[config.mk]
export PLATFORM = sky130hd
export DESIGN_NAME = serial_arith_ctrl_flat
export DESIGN_NICKNAME = d
export VERILOG_FILES = /design/src/rtl/serial_arith_pkg.sv /design/src/rtl/serial_arith_ctrl_if.sv /design/src/rtl/alu_bit_slice.sv /design/src/rtl/serial_arith_ctrl.sv /design/src/flat_wrapper.sv
export SDC_FILE = /design/constraint.sdc
export NUM_CORES = 1
export LEC_CHECK = 0
export CAP_MARGIN = 20
export CORE_AREA = 2 2 64 66
export CTS_CLUSTER_SIZE = 12
export DETAILED_ROUTE_END_ITERATION = 12
export DIE_AREA = 0 0 66 68
export HOLD_SLACK_MARGIN = 0.1
export PLACE_DENSITY_LB_ADDON = 0.3
export SLEW_MARGIN = 20
export SYNTH_ARGS = -nofsm -noshare
export SYNTH_HDL_FRONTEND = slang
export SYNTH_SLANG_ARGS = --single-unit
[constraint.sdc]
create_clock -name clk -period 4.2 [get_ports clk]
set_input_delay 0.84 -clock clk [delete_from_list [all_inputs] [get_ports clk]]
set_output_delay 0.84 -clock clk [all_outputs]
set_load 0.005 [all_outputs]
[src/rtl/serial_arith_pkg.sv]
// Shared opcode and FSM encodings for the bit-serial arithmetic controller.
// Imported by the slice, the controller and the bench.
package serial_arith_pkg;

  typedef enum logic [1:0] {
    OP_INC  = 2'b00,
    OP_ADD  = 2'b01,
    OP_SUB  = 2'b10,
    OP_RSUB = 2'b11
  } op_e;

  typedef enum logic [1:0] {
    S_IDLE = 2'b00,
    S_RUN  = 2'b01,
    S_DONE = 2'b10
  } state_e;

endpackage

[src/rtl/serial_arith_ctrl_if.sv]
// Request/response bundle between a requester and serial_arith_ctrl.
// The requester side is the master.
interface serial_arith_ctrl_if #(
  parameter int WIDTH = 8
);
  logic             start;
  logic [1:0]       sel;
  logic [WIDTH-1:0] a;
  logic [WIDTH-1:0] b;
  logic             ci;
  logic             busy;
  logic             done;
  logic [WIDTH-1:0] result;
  logic             co;
  logic             zero;

  modport master (
    output start, sel, a, b, ci,
    input  busy, done, result, co, zero
  );

  modport slave (
    input  start, sel, a, b, ci,
    output busy, done, result, co, zero
  );
endinterface

[src/rtl/alu_bit_slice.sv]
// One-bit full-adder slice with per-opcode operand inversion.
// Purely combinational; the controller owns the carry chain.
module alu_bit_slice
  import serial_arith_pkg::*;
(
  input  logic [1:0] sel,
  input  logic       a,
  input  logic       b,
  input  logic       ci,
  output logic       g,
  output logic       co
);

  logic w_x;
  logic w_y;

  always_comb begin
    w_x = a;
    w_y = b;
    unique case (op_e'(sel))
      OP_INC:  w_y = 1'b0;
      OP_ADD:  w_y = b;
      OP_SUB:  w_y = ~b;
      OP_RSUB: w_x = ~a;
    endcase
  end

  assign g  = w_x ^ w_y ^ ci;
  assign co = (w_x & w_y) | (ci & (w_x ^ w_y));

endmodule

[src/rtl/serial_arith_ctrl.sv]
// Bit-serial add/sub controller: one bit per cycle, LSB first.
// Output registers change only when an operation completes or on reset.
module serial_arith_ctrl
  import serial_arith_pkg::*;
#(
  parameter int WIDTH = 8
) (
  input  logic               clk,
  input  logic               rst,
  serial_arith_ctrl_if.slave bus
);

  localparam int CW = $clog2(WIDTH) + 1;

  state_e           r_state;
  state_e           w_next;
  logic [CW-1:0]    r_cnt;
  logic [WIDTH-1:0] r_a;
  logic [WIDTH-1:0] r_b;
  logic [1:0]       r_sel;
  logic             r_c;
  logic [WIDTH-1:0] r_res;
  logic             r_co;

  logic             w_g;
  logic             w_co;
  logic             w_last;
  logic [WIDTH-1:0] w_acc;

  alu_bit_slice u_slice (
    .sel (r_sel),
    .a   (r_a[0]),
    .b   (r_b[0]),
    .ci  (r_c),
    .g   (w_g),
    .co  (w_co)
  );

  assign w_last = (r_cnt == CW'(WIDTH - 1));
  // r_a doubles as the accumulator: bit cnt lands at position cnt
  assign w_acc  = {w_g, r_a[WIDTH-1:1]};

  always_ff @(posedge clk) begin
    if (rst) r_state <= S_IDLE;
    else     r_state <= w_next;
  end

  always_comb begin
    w_next = r_state;
    unique case (r_state)
      S_IDLE:  if (bus.start) w_next = S_RUN;
      S_RUN:   if (w_last) w_next = S_DONE;
      S_DONE:  w_next = S_IDLE;
      default: w_next = S_IDLE;
    endcase
  end

  always_ff @(posedge clk) begin
    if (rst) begin
      r_cnt <= '0;
      r_a   <= '0;
      r_b   <= '0;
      r_sel <= '0;
      r_c   <= 1'b0;
      r_res <= '0;
      r_co  <= 1'b0;
    end else begin
      unique case (r_state)
        S_IDLE: if (bus.start) begin
          r_a   <= bus.a;
          r_b   <= bus.b;
          r_sel <= bus.sel;
          r_c   <= bus.ci;
          r_cnt <= '0;
        end
        S_RUN: begin
          r_a   <= w_acc;
          r_b   <= {1'b0, r_b[WIDTH-1:1]};
          r_c   <= w_co;
          r_cnt <= r_cnt + CW'(1);
          if (w_last) begin
            r_res <= w_acc;
            r_co  <= w_co;
          end
        end
        default: ;
      endcase
    end
  end

  always_comb begin
    bus.busy   = (r_state == S_RUN) || (r_state == S_DONE);
    bus.done   = (r_state == S_DONE);
    bus.result = r_res;
    bus.co     = r_co;
    bus.zero   = (r_res == '0);
  end

endmodule

[src/flat_wrapper.sv]
// flat-port wrapper written by rule: the top's interface ports become plain ports
module serial_arith_ctrl_flat import serial_arith_pkg::*;
#(
  parameter int WIDTH = 8
)
  (clk, rst, bus_start, bus_sel, bus_a, bus_b, bus_ci, bus_busy, bus_done, bus_result, bus_co, bus_zero);
  serial_arith_ctrl_if #(.WIDTH(WIDTH)) bus_i ();
  input  logic clk;
  input  logic rst;
  input wire logic [$bits(bus_i.start)-1:0] bus_start;
  input wire logic [$bits(bus_i.sel)-1:0] bus_sel;
  input wire logic [$bits(bus_i.a)-1:0] bus_a;
  input wire logic [$bits(bus_i.b)-1:0] bus_b;
  input wire logic [$bits(bus_i.ci)-1:0] bus_ci;
  output wire logic [$bits(bus_i.busy)-1:0] bus_busy;
  output wire logic [$bits(bus_i.done)-1:0] bus_done;
  output wire logic [$bits(bus_i.result)-1:0] bus_result;
  output wire logic [$bits(bus_i.co)-1:0] bus_co;
  output wire logic [$bits(bus_i.zero)-1:0] bus_zero;
  assign bus_i.start = bus_start;
  assign bus_i.sel = bus_sel;
  assign bus_i.a = bus_a;
  assign bus_i.b = bus_b;
  assign bus_i.ci = bus_ci;
  assign bus_busy = bus_i.busy;
  assign bus_done = bus_i.done;
  assign bus_result = bus_i.result;
  assign bus_co = bus_i.co;
  assign bus_zero = bus_i.zero;
  serial_arith_ctrl #(.WIDTH(WIDTH)) u_core (.clk(clk), .rst(rst), .bus(bus_i));
endmodule
Yosys cells after proc, flatten, opt, wreduce, memory -nomap -nowiden
Index checks and enable logic that the tools add are counted.

Add/sub/neg operators: 1. Equal/unequal tests: 7. Multiplexer cells: 13. Bitwise logic cells: 7. Reductions and logical operators: 9.

Operators with widths (count): 8-bit one-hot mux with 2 select lines (2); 8-bit two-way mux (2); 8-bit logical NOT (1); 4-bit one-hot mux with 2 select lines (1); 2-bit AND reduction (4); 2-bit equality test, second input constant (3); 4-bit by 1-bit adder with 4-bit output, second input constant (1); 4-bit by 3-bit equality test with 1-bit output, second input constant (1); 2-bit logical NOT (2); 2-bit two-way mux (2); 4-bit two-way mux (1); 1-bit one-hot mux with 2 select lines (2); 2-bit one-hot mux with 2 select lines (1); 1-bit bitwise AND (2); 2-bit by 1-bit equality test with 1-bit output, second input constant (1); 1-bit two-way mux (2); 2-bit by 1-bit != test with 1-bit output, second input constant (1); 2-bit != test, second input constant (1); 1-bit inverter (2); 2-bit nonzero test (1); 1-bit bitwise XOR (2); 1-bit logical OR (1); 1-bit bitwise OR (1).

Bits in registers: 34. Bits of input ports: 22. Logic and storage cells: 45.

Depth between registers and ports, before layout
Gate-level depths: netlist of run 1.

Word-level depth: 6. Gate-level depth with buffers: 7. Mapped depth without buffers: 6.

Modules after synthesis
A second synthesis of run 1 with hierarchy kept.

Cells, all modules: 178. Area, all modules: 1689.1 um^2.

Modules (own cells, without submodules): serial_arith_ctrl (times used 1, cells an instance 170, area each 1632.8 um^2, seq. area each 680.7 um^2); alu_bit_slice (times used 1, cells an instance 8, area each 56.3 um^2, seq. area each 0.0 um^2).

Least setup slack after synthesis of run 1
Ideal clock, no wire load.

Path type: register -> output. Start point: register u_core.r_res[3], in the netlist u_core.bus.result[3]. End point: output bus_zero. Arrival time: 0.941 ns. Setup slack: 2.419 ns. Cell stages (with the launch flop): 3. Path through: dfxtp_1 or4_1 nor2_1.

Longest elaborated chain between the ends: 1.

RTL lines: start, declared (line serial_arith_ctrl.sv:22) `logic [WIDTH-1:0] r_res;`; start signal, assigned (line serial_arith_ctrl.sv:82) `r_res <= w_acc;`; 8-bit logical NOT (line serial_arith_ctrl.sv:96) `bus.zero = (r_res == '0);`; end, declared (line flat_wrapper.sv:19) `output wire logic [$bits(bus_i.zero)-1:0] bus_zero;`.

Every way passes these cells.

Worst setup path after layout of run 1
Ends and elaborated chain as after synthesis.

==> impl_metrics.env, run 1 <==
export IMPL_status="finished, final reports clean"
export IMPL_route_antenna_remaining_nets=0
export IMPL_grt_pass1_vias=1308
export IMPL_whs_endpoint="u_core.bus.result[2]"
export IMPL_dieArea_sq_um=4490
export IMPL_critPathKind="flop to output pin"
export IMPL_reg2reg_setup_slack_ns=1.91
export IMPL_synthFlopType="dfxtp_1"
export IMPL_synth_top_cell_by_area="dfxtp_1"
export IMPL_rows=23
export IMPL_antenna_found_initial=0
export IMPL_ys_types=30
export IMPL_crit_path_max_fanout=3
export IMPL_synth_xor_area_share_pct=0.506
export IMPL_skew_ns=0.00223
export IMPL_final_util_pct=55.6
export IMPL_fin_setup_tns_ns=0
export IMPL_ys_ff_latch=34
export IMPL_worstReg2RegEnd="u_core.r_cnt[3]"
export IMPL_synth_adder_area_share_pct=5.50
export IMPL_synthArstFlopShare_pct=0
export IMPL_yosysWarnings=0
export IMPL_syn_to_final_growth_pct=23.9
export IMPL_clock_latency_ns=0.29
export IMPL_ctsResizeCount=0
export IMPL_synth_top_area_share_pct=39.3
export IMPL_initial_core_util_pct=44.9
export IMPL_rr_worst_depth=6
export IMPL_hp_class="flop to flop"
export IMPL_n_antenna_cell=0
export IMPL_endpoint_kind="output pin"
export IMPL_gp_congestion=0.733
export IMPL_via_count=1365
export IMPL_wl_mm=3.39
export IMPL_reg2reg_from="u_core.r_state[1]"
export IMPL_leakage_nw=0.780
export IMPL_cts_buffers=5
export IMPL_synth_seq_area_share_pct=39.3
export IMPL_synth_compound_area_share_pct=19.2
export IMPL_dpl_hpwl_mm=2.51
export IMPL_core_sq_um=3860
export IMPL_rsz0062_at_grt="no"
export IMPL_critPathLaunchType="flop"
export IMPL_ioPinCount=34
export IMPL_htreeDepth=2
export IMPL_drc=0
export IMPL_overflow=0
export IMPL_relSlewSlack_pct=39.3
export IMPL_globalRouteTotalUtil_pct=16.8
export IMPL_hold_path_depth=2
export IMPL_cts_root_buf="clkbuf_8"
export IMPL_ir_worst_vdd_uv=268
export IMPL_power_density_nw_per_um2=525
export IMPL_layout_min_cycle_time_ns=2.58
export IMPL_synth_simple_area_share_pct=17.4
export IMPL_synth_top_family_by_area="compound AO/OA/AOI/OAI gates"
export IMPL_io_buffers=33
export IMPL_post_cts_buffers=0
export IMPL_clock_sinks=34
export IMPL_synth_edf_count=0
export IMPL_cts_tree="built"
export IMPL_required_ns=3.36
export IMPL_worstPathArrival_ns=1.74
export IMPL_final_max_slew_viol_count=0
export IMPL_initialDrtViolationCount=50
export IMPL_grt_pass1_wl_mm=5.61
export IMPL_maxCapViolations=0
export IMPL_crit_path_start="u_core.bus.result[3]"
export IMPL_die_w_um=66
export IMPL_post_route_period_util_pct=61.5
export IMPL_via_per_inst=5.27
export IMPL_finalSetupViolations=0
export IMPL_fp_dieH_um=68
export IMPL_synthTopCellsByArea="dfxtp_1 (39%), a211oi_2 (12%), mux2i_1 (11%)"
export IMPL_worst_slew_pin_slew_ns=0.907
export IMPL_layout_drive_gt1_share_pct=13.4
export IMPL_drt_pass1_iterations=4
export IMPL_timing_final_hold_violations=0
export IMPL_synthesis_nets=207
export IMPL_holdBufCountCts=0
export IMPL_fmaxAchievable_ghz=0.387
export IMPL_cts_clk_slew_worst_paths_ns=0.07
export IMPL_post_drt_wl_per_cell_um=13.1
export IMPL_finalNetCount=237
export IMPL_grt_max_degree=35
export IMPL_syn_inst=178
export IMPL_min_from="u_core.bus.result[2]"
export IMPL_syn_area_per_cell_sq_um=9.72
export IMPL_synth_mux_area_fraction_pct=11.9
export IMPL_synth_area_sq_um=1730
export IMPL_clock_path_buffers=2
report_power, final:
| part | internal, mW | switching [mW] | total, mW |
|---|---|---|---|
| registers | 0.396 | 0.0498 | 0.445 |
| clock network | 0.132 | 0.112 | 0.244 |
| logic | 0.198 | 0.238 | 0.436 |
| total | 0.725 | 0.400 | 1.13 |
flip-flops by register name, summed over array words and instances (netlist names):
signal,count
u_core.bus.result,8
u_core.r_b,8
u_core.r_c,1
u_core.r_a,8
u_core.r_sel,2
u_core.r_state,2
u_core.bus.co,1
u_core.r_cnt,4
worst max path at each step:
stage / endpoint / cells past startpoint
after floorplan: bus_zero / 2
after global placement: u_core.bus.result[7] / 3
after detailed placement: u_core.bus.co / 3
after CTS: bus_zero / 3
after global routing: bus_zero / 3
final: bus_zero / 3
kinds of logic (layout without fill, tap and decap cells):
group	count (synthesis)	in the layout
AOI/OAI and AO/OA	36	36
xor gates and xnor gates	1	1
adders and majority gates	7	7
buffers and inverters	18	49
DFF	34	34
muxes	20	20
and+or+nand+nor	62	62
per-stage QoR:
step	power (mW)	area [sq um]	setup WS, ns	instances	hold WS [ns]
after global placement	0.869	2050	1.75	251	0.443
after global routing	1.21	2140	1.56	259	0.493
final	1.13	2140	1.62	259	0.465
after detailed placement	0.893	2050	1.68	251	0.459
after floorplan	0.826	1730	2.42	178	0.432
after CTS	1.14	2140	1.59	259	0.468
cells in the final DEF, fill, tap and decap left out, drive strengths merged, types with 2 or more instances in the layout:
cell / count
buf: 2
clkdlybuf4s50: 33
nand3b: 2
nand2b: 7
nand3: 2
or4: 2
ha: 6
dfxtp: 34
nor2b: 2
a211oi: 18
clkbuf: 7
nor2: 20
mux2i: 19
nand4b: 3
inv: 6
nand2: 21
a21oi: 13
cell usage after synthesis, types with 2 or more instances:
cell type and number:
nand3b_1 2, ha_1 6, buf_4 4, nor2b_1 2
a211oi_1 2, a211oi_2 16, buf_2 3, nand4b_1 3
nand3_1 2, buf_6 3, mux2i_1 19, inv_1 6
nor2_1 20, a21oi_1 13, nand2b_1 7, clkbuf_1 2
nand2_1 21, or4_1 2, dfxtp_1 34
layout make-up:
cell class              count  area, sq um
fillers                   364         1710
multi-input cells         126          941
flip-flops and latches     34          681
repair buffers             35          345
clock buffers               7         86.3
well taps                  50         62.6
inverters                   6         22.5
clock inverters             1         5.00
worst max-delay path, cell delays in order (launching register included):
cell and delay, ns:
dfxtp_1 0.32, or4_1 0.52, nor2_1 0.11, clkdlybuf4s50_1 0.50
per-layer routing:
metal / wire length, um / global-route usage (%) / share of wire [%] / vias to the layer above
met4: 65 / 7.65 / 1.9 / 0
met2: 1700 / 30.4 / 50 / 42
met3: 202 / 5.59 / 6.0 / 7
met5: 0 / 0 / 0 / -
met1: 1430 / 17.8 / 42 / 635
li1: - / - / - / 681
Note: power is estimated with default switching activity, not from simulation.
==> run 2, diff against run 1 <==
--- a/config.mk
+++ b/config.mk
@@ -6,10 +6,10 @@
 export NUM_CORES = 1
 export LEC_CHECK = 0
 export CAP_MARGIN = 20
-export CORE_AREA = 2 2 64 66
+export CORE_AREA = 2 2 65 67
 export CTS_CLUSTER_SIZE = 12
 export DETAILED_ROUTE_END_ITERATION = 12
-export DIE_AREA = 0 0 66 68
+export DIE_AREA = 0 0 67 69
 export HOLD_SLACK_MARGIN = 0.1
 export PLACE_DENSITY_LB_ADDON = 0.3
 export SLEW_MARGIN = 20
==> constraint.sdc (replaced) <==
create_clock -name clk -period 2.1 [get_ports clk]
set_input_delay 0.42 -clock clk [delete_from_list [all_inputs] [get_ports clk]]
set_output_delay 0.42 -clock clk [all_outputs]
set_load 0.005 [all_outputs]
==> run 2 against run 1 <==
- via count fell by 1.2%
- clock power rose by 100%
- power rose by 100%
- critical path depth did not move
- first-iteration DRC count rose by 24%
- highest routed layer unchanged
==> impl_metrics.env, run 2 (same netlist as run 1, synthesis figures left out) <==
export IMPL_layout_drive_gt1_share_pct=14.2
export IMPL_clock_path_buffers=2
export IMPL_final_cell_mix="dfxtp_1 (34), clkdlybuf4s50_1 (32), nand2_1 (21)"
export IMPL_fin_setup_tns_ns=0
export IMPL_seqCellArea_sq_um=681
export IMPL_drt_pass1_iterations=4
export IMPL_cts_root_buf="clkbuf_8"
export IMPL_grt_pass1_vias=1375
export IMPL_ctsResizeCount=1
export IMPL_maxCapViolations=0
export IMPL_wl_mm=3.45
export IMPL_reg2reg_setup_slack_ns=0.35
export IMPL_cts_buffers=5
export IMPL_overflow=0
export IMPL_route_antenna_remaining_nets=0
export IMPL_min_from="u_core.r_b[7]"
export IMPL_gp_congestion=0.761
export IMPL_final_util_pct=55.1
export IMPL_timing_final_hold_violations=0
export IMPL_fmaxAchievable_ghz=0.507
export IMPL_layout_min_cycle_time_ns=1.97
export IMPL_grt_pass1_wl_mm=6.03
export IMPL_io_buffers=33
export IMPL_worstPathArrival_ns=1.55
export IMPL_crit_path_max_fanout=4
export IMPL_holdBufCountCts=0
export IMPL_leakage_nw=0.788
export IMPL_hp_class="flop to flop"
export IMPL_final_instance_count_excl_fill=261
export IMPL_fp_dieH_um=69
export IMPL_status="finished, final reports clean"
export IMPL_crit_path_start="u_core.r_state[0]"
export IMPL_dp_cells=253
export IMPL_n_antenna_cell=0
export IMPL_crit_end="bus_busy"
export IMPL_preCtsSetupSlack_ns=0.186
export IMPL_core_sq_um=3910
export IMPL_dpl_hpwl_mm=2.47
export IMPL_multi_input_area_sq_um=941
export IMPL_rr_worst_depth=5
export IMPL_mostFrequentLayoutCell="dfxtp_1"
export IMPL_fill_cells=378
export IMPL_dieArea_sq_um=4620
export IMPL_ir_worst_vdd_uv=630
export IMPL_power_density_nw_per_um2=1060
export IMPL_cts_clk_slew_worst_paths_ns=0.07
export IMPL_relSlewSlack_pct=71.0
export IMPL_via_per_inst=5.16
export IMPL_drc=0
export IMPL_die_w_um=67
export IMPL_rows=23
export IMPL_setup_ws_ns=0.128
export IMPL_finalSetupViolations=0
export IMPL_antenna_found_initial=0
export IMPL_rsz0062_at_grt="no"
export IMPL_htreeDepth=2
export IMPL_initial_core_util_pct=44.2
export IMPL_worst_slew_pin_slew_ns=0.435
export IMPL_post_drt_wl_per_cell_um=13.2
export IMPL_whs_ns=0.463
export IMPL_via_count=1348
export IMPL_clock_latency_ns=0.29
export IMPL_initialDrtViolationCount=62
export IMPL_post_cts_buffers=0
export IMPL_worstReg2RegEnd="u_core.r_a[3]"
export IMPL_critPathKind="flop to output pin"
export IMPL_reg2reg_from="u_core.r_state[0]"
export IMPL_ioPinCount=34
export IMPL_skew_ns=0.00934
export IMPL_post_route_period_util_pct=93.9
export IMPL_globalRouteTotalUtil_pct=16.9
export IMPL_clock_sinks=34
export IMPL_endpoint_kind="output pin"
export IMPL_finalNetCount=239
export IMPL_grt_max_degree=35
export IMPL_syn_to_final_growth_pct=24.7
export IMPL_critPathLaunchType="flop"
export IMPL_cts_tree="built"
export IMPL_required_ns=1.68
export IMPL_final_max_slew_viol_count=0
-- run 2: changes by cell type in the layout (fill, tap and decap cells not counted), sizes merged --
cell and delta:
buf +2, clkdlybuf4s50 -1, dlygate4sd2 +1
-- run 2: critical path, cell delays in order (launching register included) --
cell,delay [ns]
dfxtp_1,0.39
inv_1,0.10
ha_1,0.29
clkdlybuf4s50_1,0.50
-- run 2: how the worst min path moves through the flow --
stage                      endpoint  cells past startpoint
3_5_place_dp          u_core.r_b[7]                      2
2_1_floorplan         u_core.r_b[7]                      2
6_report              u_core.r_b[7]                      2
3_3_place_gp          u_core.r_b[7]                      2
5_1_grt        u_core.bus.result[2]                      2
4_1_cts               u_core.r_b[7]                      2
-- run 2: routing by layer --
layer	part of all wire (%)	global-route usage (%)
met5	0	0
met4	1.4	5.44
met3	5.2	6.04
met2	48	28.2
met1	45	19.8
-- run 2: area by class of cell --
class / instances / share of cell area, %
inverter: 6 / 1.04
multi-input combinational: 126 / 43.6
sequential: 34 / 31.6
clock buffer: 7 / 4.00
tap: 50 / 2.90
clock inverter: 1 / 0.232
timing repair buffer: 37 / 16.6
-- run 2: stage by stage --
stage	total power, mW	instance area (sq um)
after global placement	1.76	2070
after global routing	2.44	2160
after detailed placement	1.80	2070
after CTS	2.30	2160
final	2.28	2160
after floorplan	1.65	1730
-- run 2: power breakdown --
group	switching, mW	internal, mW
registers	0.0961	0.791
clock network	0.233	0.264
logic	0.488	0.407
==> run 3, diff against run 2 <==
--- a/config.mk
+++ b/config.mk
@@ -5,6 +5,7 @@
 export SDC_FILE = /design/constraint.sdc
 export NUM_CORES = 1
 export LEC_CHECK = 0
+export ABC_CLOCK_PERIOD_IN_PS = 2100
 export CAP_MARGIN = 20
 export CORE_AREA = 2 2 65 67
 export CTS_CLUSTER_SIZE = 12
==> results of run 3 <==
The final DEF is identical to that of run 2; final timing and power are the same.
